==> src/rtl/pipe_ctrl_if.sv <==
// Control/hazard bundle between the MIPS datapath (master) and pipe_ctrl (slave).
interface pipe_ctrl_if #(
  parameter int unsigned ALUW = 3,
  parameter int unsigned RW   = 5
);
  // datapath -> control
  logic [5:0]      opD;
  logic [5:0]      functD;
  logic [RW-1:0]   rsD;
  logic [RW-1:0]   rtD;
  logic [RW-1:0]   rsE;
  logic [RW-1:0]   rtE;
  logic [RW-1:0]   writeregE;
  logic [RW-1:0]   writeregM;
  logic [RW-1:0]   writeregW;
  logic            zeroM;
  // control -> datapath
  logic            jump;
  logic            regdstE;
  logic            alusrcE;
  logic [ALUW-1:0] alucontrolE;
  logic            memwriteM;
  logic            pcsrcM;
  logic            regwriteW;
  logic            memtoregW;
  logic            stallF;
  logic            stallD;
  logic            flushD;
  logic            flushE;
  logic [1:0]      forwardAE;
  logic [1:0]      forwardBE;
  logic [15:0]     stallcnt;

  modport master (
    output opD, functD, rsD, rtD, rsE, rtE, writeregE, writeregM, writeregW, zeroM,
    input  jump, regdstE, alusrcE, alucontrolE, memwriteM, pcsrcM, regwriteW, memtoregW,
           stallF, stallD, flushD, flushE, forwardAE, forwardBE, stallcnt
  );

  modport slave (
    input  opD, functD, rsD, rtD, rsE, rtE, writeregE, writeregM, writeregW, zeroM,
    output jump, regdstE, alusrcE, alucontrolE, memwriteM, pcsrcM, regwriteW, memtoregW,
           stallF, stallD, flushD, flushE, forwardAE, forwardBE, stallcnt
  );
endinterface

==> src/rtl/pipe_ctrl.sv <==
// pipe_ctrl: decode, control pipeline and hazard unit for a 5-stage MIPS core.
// Optional feature macro FORWARDING_EN: when defined, EX operands are forwarded
// from MEM/WB and only load-use stalls; when undefined, every RAW hazard stalls.
module pipe_ctrl #(
  parameter int unsigned ALUW = 3,
  parameter int unsigned RW   = 5
) (
  input logic        clk,
  input logic        rst,
  pipe_ctrl_if.slave bus
);

`ifdef FORWARDING_EN
  localparam bit fwd_on = 1'b1;
`else
  localparam bit fwd_on = 1'b0;
`endif

  localparam logic [RW-1:0] reg_zero = '0;

  typedef struct packed {
    logic            regwrite;
    logic            memtoreg;
    logic            memwrite;
    logic            branch;
    logic            alusrc;
    logic            regdst;
    logic [ALUW-1:0] alucontrol;
  } ctl_t;

  ctl_t        ctl_d;
  ctl_t        ctl_e;
  logic        jump_d;
  logic        regwrite_m, memtoreg_m, memwrite_m, branch_m;
  logic        regwrite_w, memtoreg_w;
  logic [15:0] stall_cnt;

  logic        lw_hz, raw_rs, raw_rt, hz;
  logic        pcsrc, stall, flush_d, flush_e, jump_o;
  logic [1:0]  fa, fb;

  // Main decoder for the instruction held in ID; unknown encodings become NOPs.
  always_comb begin
    ctl_d  = '0;
    jump_d = 1'b0;
    case (bus.opD)
      6'b000000: begin
        ctl_d.regwrite = 1'b1;
        ctl_d.regdst   = 1'b1;
        case (bus.functD)
          6'b100000: ctl_d.alucontrol = ALUW'(3'b010);
          6'b100010: ctl_d.alucontrol = ALUW'(3'b110);
          6'b100100: ctl_d.alucontrol = ALUW'(3'b000);
          6'b100101: ctl_d.alucontrol = ALUW'(3'b001);
          6'b101010: ctl_d.alucontrol = ALUW'(3'b111);
          default:   ctl_d = '0;
        endcase
      end
      6'b100011: begin
        ctl_d.regwrite   = 1'b1;
        ctl_d.memtoreg   = 1'b1;
        ctl_d.alusrc     = 1'b1;
        ctl_d.alucontrol = ALUW'(3'b010);
      end
      6'b101011: begin
        ctl_d.memwrite   = 1'b1;
        ctl_d.alusrc     = 1'b1;
        ctl_d.alucontrol = ALUW'(3'b010);
      end
      6'b000100: begin
        ctl_d.branch     = 1'b1;
        ctl_d.alucontrol = ALUW'(3'b110);
      end
      6'b001000: begin
        ctl_d.regwrite   = 1'b1;
        ctl_d.alusrc     = 1'b1;
        ctl_d.alucontrol = ALUW'(3'b010);
      end
      6'b000010: jump_d = 1'b1;
      default: ;
    endcase
  end

  // Hazard detection and forwarding selects; register 0 never matches.
  always_comb begin
    lw_hz  = ctl_e.memtoreg & ctl_e.regwrite & (bus.writeregE != reg_zero) &
             ((bus.writeregE == bus.rsD) | (bus.writeregE == bus.rtD));
    raw_rs = (bus.rsD != reg_zero) &
             ((ctl_e.regwrite & (bus.rsD == bus.writeregE)) |
              (regwrite_m     & (bus.rsD == bus.writeregM)) |
              (regwrite_w     & (bus.rsD == bus.writeregW)));
    raw_rt = (bus.rtD != reg_zero) &
             ((ctl_e.regwrite & (bus.rtD == bus.writeregE)) |
              (regwrite_m     & (bus.rtD == bus.writeregM)) |
              (regwrite_w     & (bus.rtD == bus.writeregW)));
    hz     = fwd_on ? lw_hz : (raw_rs | raw_rt);

    fa = 2'b00;
    if (regwrite_m && (bus.writeregM != reg_zero) && (bus.writeregM == bus.rsE))
      fa = 2'b10;
    else if (regwrite_w && (bus.writeregW != reg_zero) && (bus.writeregW == bus.rsE))
      fa = 2'b01;

    fb = 2'b00;
    if (regwrite_m && (bus.writeregM != reg_zero) && (bus.writeregM == bus.rtE))
      fb = 2'b10;
    else if (regwrite_w && (bus.writeregW != reg_zero) && (bus.writeregW == bus.rtE))
      fb = 2'b01;
  end

  // Stall/flush arbitration: a taken branch overrides stalls and kills a jump in ID.
  always_comb begin
    pcsrc   = branch_m & bus.zeroM;
    stall   = hz & ~pcsrc;
    flush_e = hz | pcsrc;
    jump_o  = jump_d & ~pcsrc & ~stall;
    flush_d = pcsrc | jump_o;
  end

  // Control pipeline D->E->M->W and saturating stall counter.
  always_ff @(posedge clk or posedge rst) begin
    if (rst) begin
      ctl_e      <= '0;
      regwrite_m <= 1'b0;
      memtoreg_m <= 1'b0;
      memwrite_m <= 1'b0;
      branch_m   <= 1'b0;
      regwrite_w <= 1'b0;
      memtoreg_w <= 1'b0;
      stall_cnt  <= 16'h0000;
    end else begin
      ctl_e      <= flush_e ? '0 : ctl_d;
      regwrite_m <= pcsrc ? 1'b0 : ctl_e.regwrite;
      memtoreg_m <= pcsrc ? 1'b0 : ctl_e.memtoreg;
      memwrite_m <= pcsrc ? 1'b0 : ctl_e.memwrite;
      branch_m   <= pcsrc ? 1'b0 : ctl_e.branch;
      regwrite_w <= regwrite_m;
      memtoreg_w <= memtoreg_m;
      if (stall && (stall_cnt != 16'hFFFF))
        stall_cnt <= stall_cnt + 16'd1;
    end
  end

  assign bus.jump        = jump_o;
  assign bus.regdstE     = ctl_e.regdst;
  assign bus.alusrcE     = ctl_e.alusrc;
  assign bus.alucontrolE = ctl_e.alucontrol;
  assign bus.memwriteM   = memwrite_m;
  assign bus.pcsrcM      = pcsrc;
  assign bus.regwriteW   = regwrite_w;
  assign bus.memtoregW   = memtoreg_w;
  assign bus.stallF      = stall;
  assign bus.stallD      = stall;
  assign bus.flushD      = flush_d;
  assign bus.flushE      = flush_e;
  assign bus.forwardAE   = fwd_on ? fa : 2'b00;
  assign bus.forwardBE   = fwd_on ? fb : 2'b00;
  assign bus.stallcnt    = stall_cnt;

endmodule

==> src/flat_wrapper.sv <==
// flat-port wrapper written by rule: the top's interface ports become plain ports
module pipe_ctrl_flat 
#(
  parameter int unsigned ALUW = 3,
  parameter int unsigned RW   = 5
)
  (clk, rst, bus_opD, bus_functD, bus_rsD, bus_rtD, bus_rsE, bus_rtE, bus_writeregE, bus_writeregM, bus_writeregW, bus_zeroM, bus_jump, bus_regdstE, bus_alusrcE, bus_alucontrolE, bus_memwriteM, bus_pcsrcM, bus_regwriteW, bus_memtoregW, bus_stallF, bus_stallD, bus_flushD, bus_flushE, bus_forwardAE, bus_forwardBE, bus_stallcnt);
  pipe_ctrl_if #(.ALUW(ALUW), .RW(RW)) bus_i ();
  input logic clk;
  input logic rst;
  input wire logic [$bits(bus_i.opD)-1:0] bus_opD;
  input wire logic [$bits(bus_i.functD)-1:0] bus_functD;
  input wire logic [$bits(bus_i.rsD)-1:0] bus_rsD;
  input wire logic [$bits(bus_i.rtD)-1:0] bus_rtD;
  input wire logic [$bits(bus_i.rsE)-1:0] bus_rsE;
  input wire logic [$bits(bus_i.rtE)-1:0] bus_rtE;
  input wire logic [$bits(bus_i.writeregE)-1:0] bus_writeregE;
  input wire logic [$bits(bus_i.writeregM)-1:0] bus_writeregM;
  input wire logic [$bits(bus_i.writeregW)-1:0] bus_writeregW;
  input wire logic [$bits(bus_i.zeroM)-1:0] bus_zeroM;
  output wire logic [$bits(bus_i.jump)-1:0] bus_jump;
  output wire logic [$bits(bus_i.regdstE)-1:0] bus_regdstE;
  output wire logic [$bits(bus_i.alusrcE)-1:0] bus_alusrcE;
  output wire logic [$bits(bus_i.alucontrolE)-1:0] bus_alucontrolE;
  output wire logic [$bits(bus_i.memwriteM)-1:0] bus_memwriteM;
  output wire logic [$bits(bus_i.pcsrcM)-1:0] bus_pcsrcM;
  output wire logic [$bits(bus_i.regwriteW)-1:0] bus_regwriteW;
  output wire logic [$bits(bus_i.memtoregW)-1:0] bus_memtoregW;
  output wire logic [$bits(bus_i.stallF)-1:0] bus_stallF;
  output wire logic [$bits(bus_i.stallD)-1:0] bus_stallD;
  output wire logic [$bits(bus_i.flushD)-1:0] bus_flushD;
  output wire logic [$bits(bus_i.flushE)-1:0] bus_flushE;
  output wire logic [$bits(bus_i.forwardAE)-1:0] bus_forwardAE;
  output wire logic [$bits(bus_i.forwardBE)-1:0] bus_forwardBE;
  output wire logic [$bits(bus_i.stallcnt)-1:0] bus_stallcnt;
  assign bus_i.opD = bus_opD;
  assign bus_i.functD = bus_functD;
  assign bus_i.rsD = bus_rsD;
  assign bus_i.rtD = bus_rtD;
  assign bus_i.rsE = bus_rsE;
  assign bus_i.rtE = bus_rtE;
  assign bus_i.writeregE = bus_writeregE;
  assign bus_i.writeregM = bus_writeregM;
  assign bus_i.writeregW = bus_writeregW;
  assign bus_i.zeroM = bus_zeroM;
  assign bus_jump = bus_i.jump;
  assign bus_regdstE = bus_i.regdstE;
  assign bus_alusrcE = bus_i.alusrcE;
  assign bus_alucontrolE = bus_i.alucontrolE;
  assign bus_memwriteM = bus_i.memwriteM;
  assign bus_pcsrcM = bus_i.pcsrcM;
  assign bus_regwriteW = bus_i.regwriteW;
  assign bus_memtoregW = bus_i.memtoregW;
  assign bus_stallF = bus_i.stallF;
  assign bus_stallD = bus_i.stallD;
  assign bus_flushD = bus_i.flushD;
  assign bus_flushE = bus_i.flushE;
  assign bus_forwardAE = bus_i.forwardAE;
  assign bus_forwardBE = bus_i.forwardBE;
  assign bus_stallcnt = bus_i.stallcnt;
  pipe_ctrl #(.ALUW(ALUW), .RW(RW)) u_core (.clk(clk), .rst(rst), .bus(bus_i));
endmodule
==> config.mk <==
export PLATFORM = sky130hd
export DESIGN_NAME = pipe_ctrl_flat
export DESIGN_NICKNAME = d
export VERILOG_FILES = /design/src/rtl/pipe_ctrl_if.sv /design/src/rtl/pipe_ctrl.sv /design/src/flat_wrapper.sv
export SDC_FILE = /design/constraint.sdc
export NUM_CORES = 1
export LEC_CHECK = 0
export CORE_ASPECT_RATIO = 2
export CORE_MARGIN = 2
export CORE_UTILIZATION = 30
export CTS_CLUSTER_DIAMETER = 60
export DETAILED_ROUTE_END_ITERATION = 16
export PLACE_DENSITY = 0.67
export SETUP_SLACK_MARGIN = 0.3
export SLEW_MARGIN = 20
export SYNTH_ARGS = -nofsm -noshare
export SYNTH_HDL_FRONTEND = slang
export SYNTH_SLANG_ARGS = --single-unit
export TNS_END_PERCENT = 30
==> constraint.sdc <==
create_clock -name clk -period 2.4 [get_ports clk]
set_clock_uncertainty 0.1 [all_clocks]
set_input_delay 0.48 -clock clk [delete_from_list [all_inputs] [get_ports clk]]
set_output_delay 0.48 -clock clk [all_outputs]
set_load 0.01 [all_outputs]
==> metrics <==
unrepaired setup endpoints after global routing=true; R2R depth=8; global route overflow=0; Leak Pwr=0.00145 uW; Syn. warnings=0; Final Hold Fails=0; GP Congestion=0.881; EDFF count, synth=0; die span in y=116 um; Async S/R FF share, synth=100%; Final ANT Viol Nets=0; worst skew pair latency=270 ps; DP Area=3010 um^2; share of cells above drive strength 1=32.2%; Pre-antenna DRT Iters=4; hpwl dp=4.33 mm; Final nets=358; aggregate routed wire length=5.53 mm; Num CTS Buffers=5; area leader, netlist=dfrtp_1; pwr/cell area=440 nW/um^2; hold-fix buffers at CTS=0; register area share after synthesis=41.2%; CTS root buffer=clkbuf_16; routed wire length per instance=14.1 um; largest net degree at the start of global routing=32; RR Startpoint=u_core.ctl_e[8]; Min Hold Slack=245 ps; critical path buffer and inverter count=4; Synth Cell Area=1880 um^2; min Tclk post-route=2550 ps; number of diodes=0; Avg Vias per Cell=4.75; FMAX=392 MHz; GR Util All Layers=17.4%; Int Pwr=1090 uW; CORE AREA=6060 um^2; Syn Inst Count=191; final std cells w/o fill=391; vias in the first global route=1946; Sw Ratio=23.8%; Hold Crit Class=flop to flop; maximum clock path buffer count=2; maximum VDD drop=0.000468 V; Final setup viols=8; initial antenna violation count=0; crit share post-route=106%; worst hold stages=0; I/O pin count=84; die area=6960 um^2; H-tree depth=2; Critical Path AT=1970 ps; # DRC=0; Top delay family on crit path=simple AND/OR/NAND/NOR gates; top_reg_cell synth=dfrtp_1; kind of critical path=input port to output pin; Slew Limit Fails=0; nature of the critical path startpoint=input port; clock transition at the registers of the reported paths=50 ps; CTS tree=yes; combinational share of power=18.9%; DRT iter0 DRCs=32; Cell Rows=40; Critical Path, Cell by Cell=buf_8 -> buf_6 -> xor2_2 -> nor4_2 -> nand3_1 -> a21o_1 -> buf_6 -> nand3_4 -> o21ai_4 -> buf_6; first-pass GRT wire length=8.94 mm; via count=1859; r2r endpoint=u_core.bus.stallcnt[1]; Post-Syn Area per Cell=9.86 um^2; Synth cell types=41; synthesis-to-finish area growth=73.3%; crit-path max FO=3; status=complete, but fails checks; Req. time, crit path=1820 ps; max_cap viols=0; synthesis-stage register bit count=31; dominant cells by area after synthesis=dfrtp_1 (41%), xnor2_1 (11%), xor2_1 (8.8%), nand3_1 (4.0%), nand4_1 (3.7%); fin area=3260 um^2; top-area cell type share of the netlist area=41.2%; critical path capture point type=output pin; Psw=341 uW; Die Wd=60.0 um; crit path setup slack, layout=-148 ps; Clk pwr share=42.8%; CP peak stage delay=310 ps; dpl cells=379; Flop pwr share=38.3%; Worst Hold Path EP=u_core.bus.memtoregW; Final TNS setup=-693 ps; Port-buffer cells=69; r2r setup slk=270 ps; Hold Startpoint=u_core.memtoreg_m; CP max stage cell=nor4_2; failing checks=setup timing; CTS Sinks=31; CP most frequent cell=buf_6; Initial Utilization=31.1%
## layout make-up
type                    instances  area [um^2]
fillers                       564         2790
flip-flops and latches         31          776
inverters                       5         18.8
multi-input cells             147         1170
clock inverters                 1         5.00
well taps                      84          105
clock buffers                   6          139
repair buffers                117         1050
## worst max-delay path by stage
stage / startpoint / endpoint / slack, ps / cells past startpoint
2_1_floorplan: bus_rtD[0] / bus_flushD / -20 / 7
3_3_place_gp: bus_rtD[0] / bus_flushD / -920 / 8
3_5_place_dp: bus_rtD[0] / bus_stallD / -960 / 8
4_1_cts: bus_rtD[3] / bus_jump / -170 / 8
5_1_grt: bus_rtD[0] / bus_flushD / -220 / 10
6_report: bus_rtD[0] / bus_flushD / -150 / 10
## cell usage in the layout (no fill, tap or decap), types with 3 or more instances in the layout
| cell | count |
|---|---|
| clkdlybuf4s15_1 | 6 |
| nor4_1 | 4 |
| clkbuf_2 | 3 |
| conb_1 | 4 |
| nand2_1 | 6 |
| nor3_1 | 5 |
| xor2_1 | 17 |
| and2_1 | 5 |
| buf_2 | 6 |
| nand3_1 | 14 |
| nand4_1 | 11 |
| mux2_4 | 3 |
| dlygate4sd2_1 | 7 |
| o21ai_0 | 4 |
| xnor2_1 | 24 |
| and3_1 | 7 |
| dfrtp_1 | 31 |
| clkdlybuf4s50_1 | 39 |
| nor2_1 | 7 |
| inv_1 | 4 |
| nor2_4 | 4 |
| buf_4 | 43 |
| clkbuf_16 | 5 |
| buf_6 | 8 |
## power by group through the flow
stage | logic, uW | clock network [uW] | registers, uW
floorplan | 91.2 | 0 | 561
detailed placement | 265 | 0 | 560
global route | 293 | 658 | 554
CTS | 265 | 631 | 551
global placement | 264 | 0 | 559
finish | 271 | 614 | 551
## metrics by stage
stage                     total power (uW)  setup WS, ps  utilization [%]
after floorplan                        653         -20.3                -
after global placement                 823          -919             49.7
after detailed placement               825          -955             49.7
after CTS                             1450          -170             52.7
after global routing                  1510          -216             53.9
final                                 1440          -148             53.9
## Yosys cell counts, types with 2 or more instances
library cell and number:
nand4_1 11, xor2_1 19, or4_1 2, a31oi_1 2, nand2_1 7, o21ai_0 4, clkbuf_1 2, xnor2_1 24
nor4_1 7, a21o_1 2, nor3_1 5, buf_4 8, and3_1 7, nand3_1 15, mux2_1 2, dfrtp_1 31
nor2b_1 2, and2_1 5, nor2_1 10, inv_1 5
## timing repair
action / in CTS / in global routing
pin swaps: 29 / 23
endpoints found under the setup margin: 31 / 30
gates resized for setup: 101 / 16
setup buffers: 1 / 4
## routing by layer
metal	GRT usage (%)	vias to the layer above	wire, um
met4	8.74	0	189
met5	0	-	0
met2	32.5	65	3130
li1	-	893	-
met3	3.91	11	301
met1	17.0	890	1900
## flip-flops by register name, indices dropped and copies added, names as in the netlist
signal                  cells
u_core.regwrite_m           1
u_core.bus.alusrcE          1
u_core.branch_m             1
u_core.bus.stallcnt        16
u_core.bus.regdstE          1
u_core.bus.alucontrolE      3
u_core.bus.memwriteM        1
u_core.memtoreg_m           1
u_core.bus.regwriteW        1
u_core.bus.memtoregW        1
u_core.ctl_e                4
## cell families (layout without fill, tap and decap cells)
kind of cell | after synthesis | after routing | share of synthesized area (%)
AOI/OAI and AO/OA | 15 | 15 | 5.85
xor gates and xnor gates | 43 | 43 | 20.0
adders and majority gates | 1 | 1 | 0.664
buffers and inverters | 16 | 129 | 4.85
DFF | 31 | 31 | 41.2
muxes | 3 | 3 | 1.99
other | 1 | 4 | 0.199
and+or+nand+nor | 81 | 81 | 25.2
No activity file was read; power rests on OpenSTA's default activity.
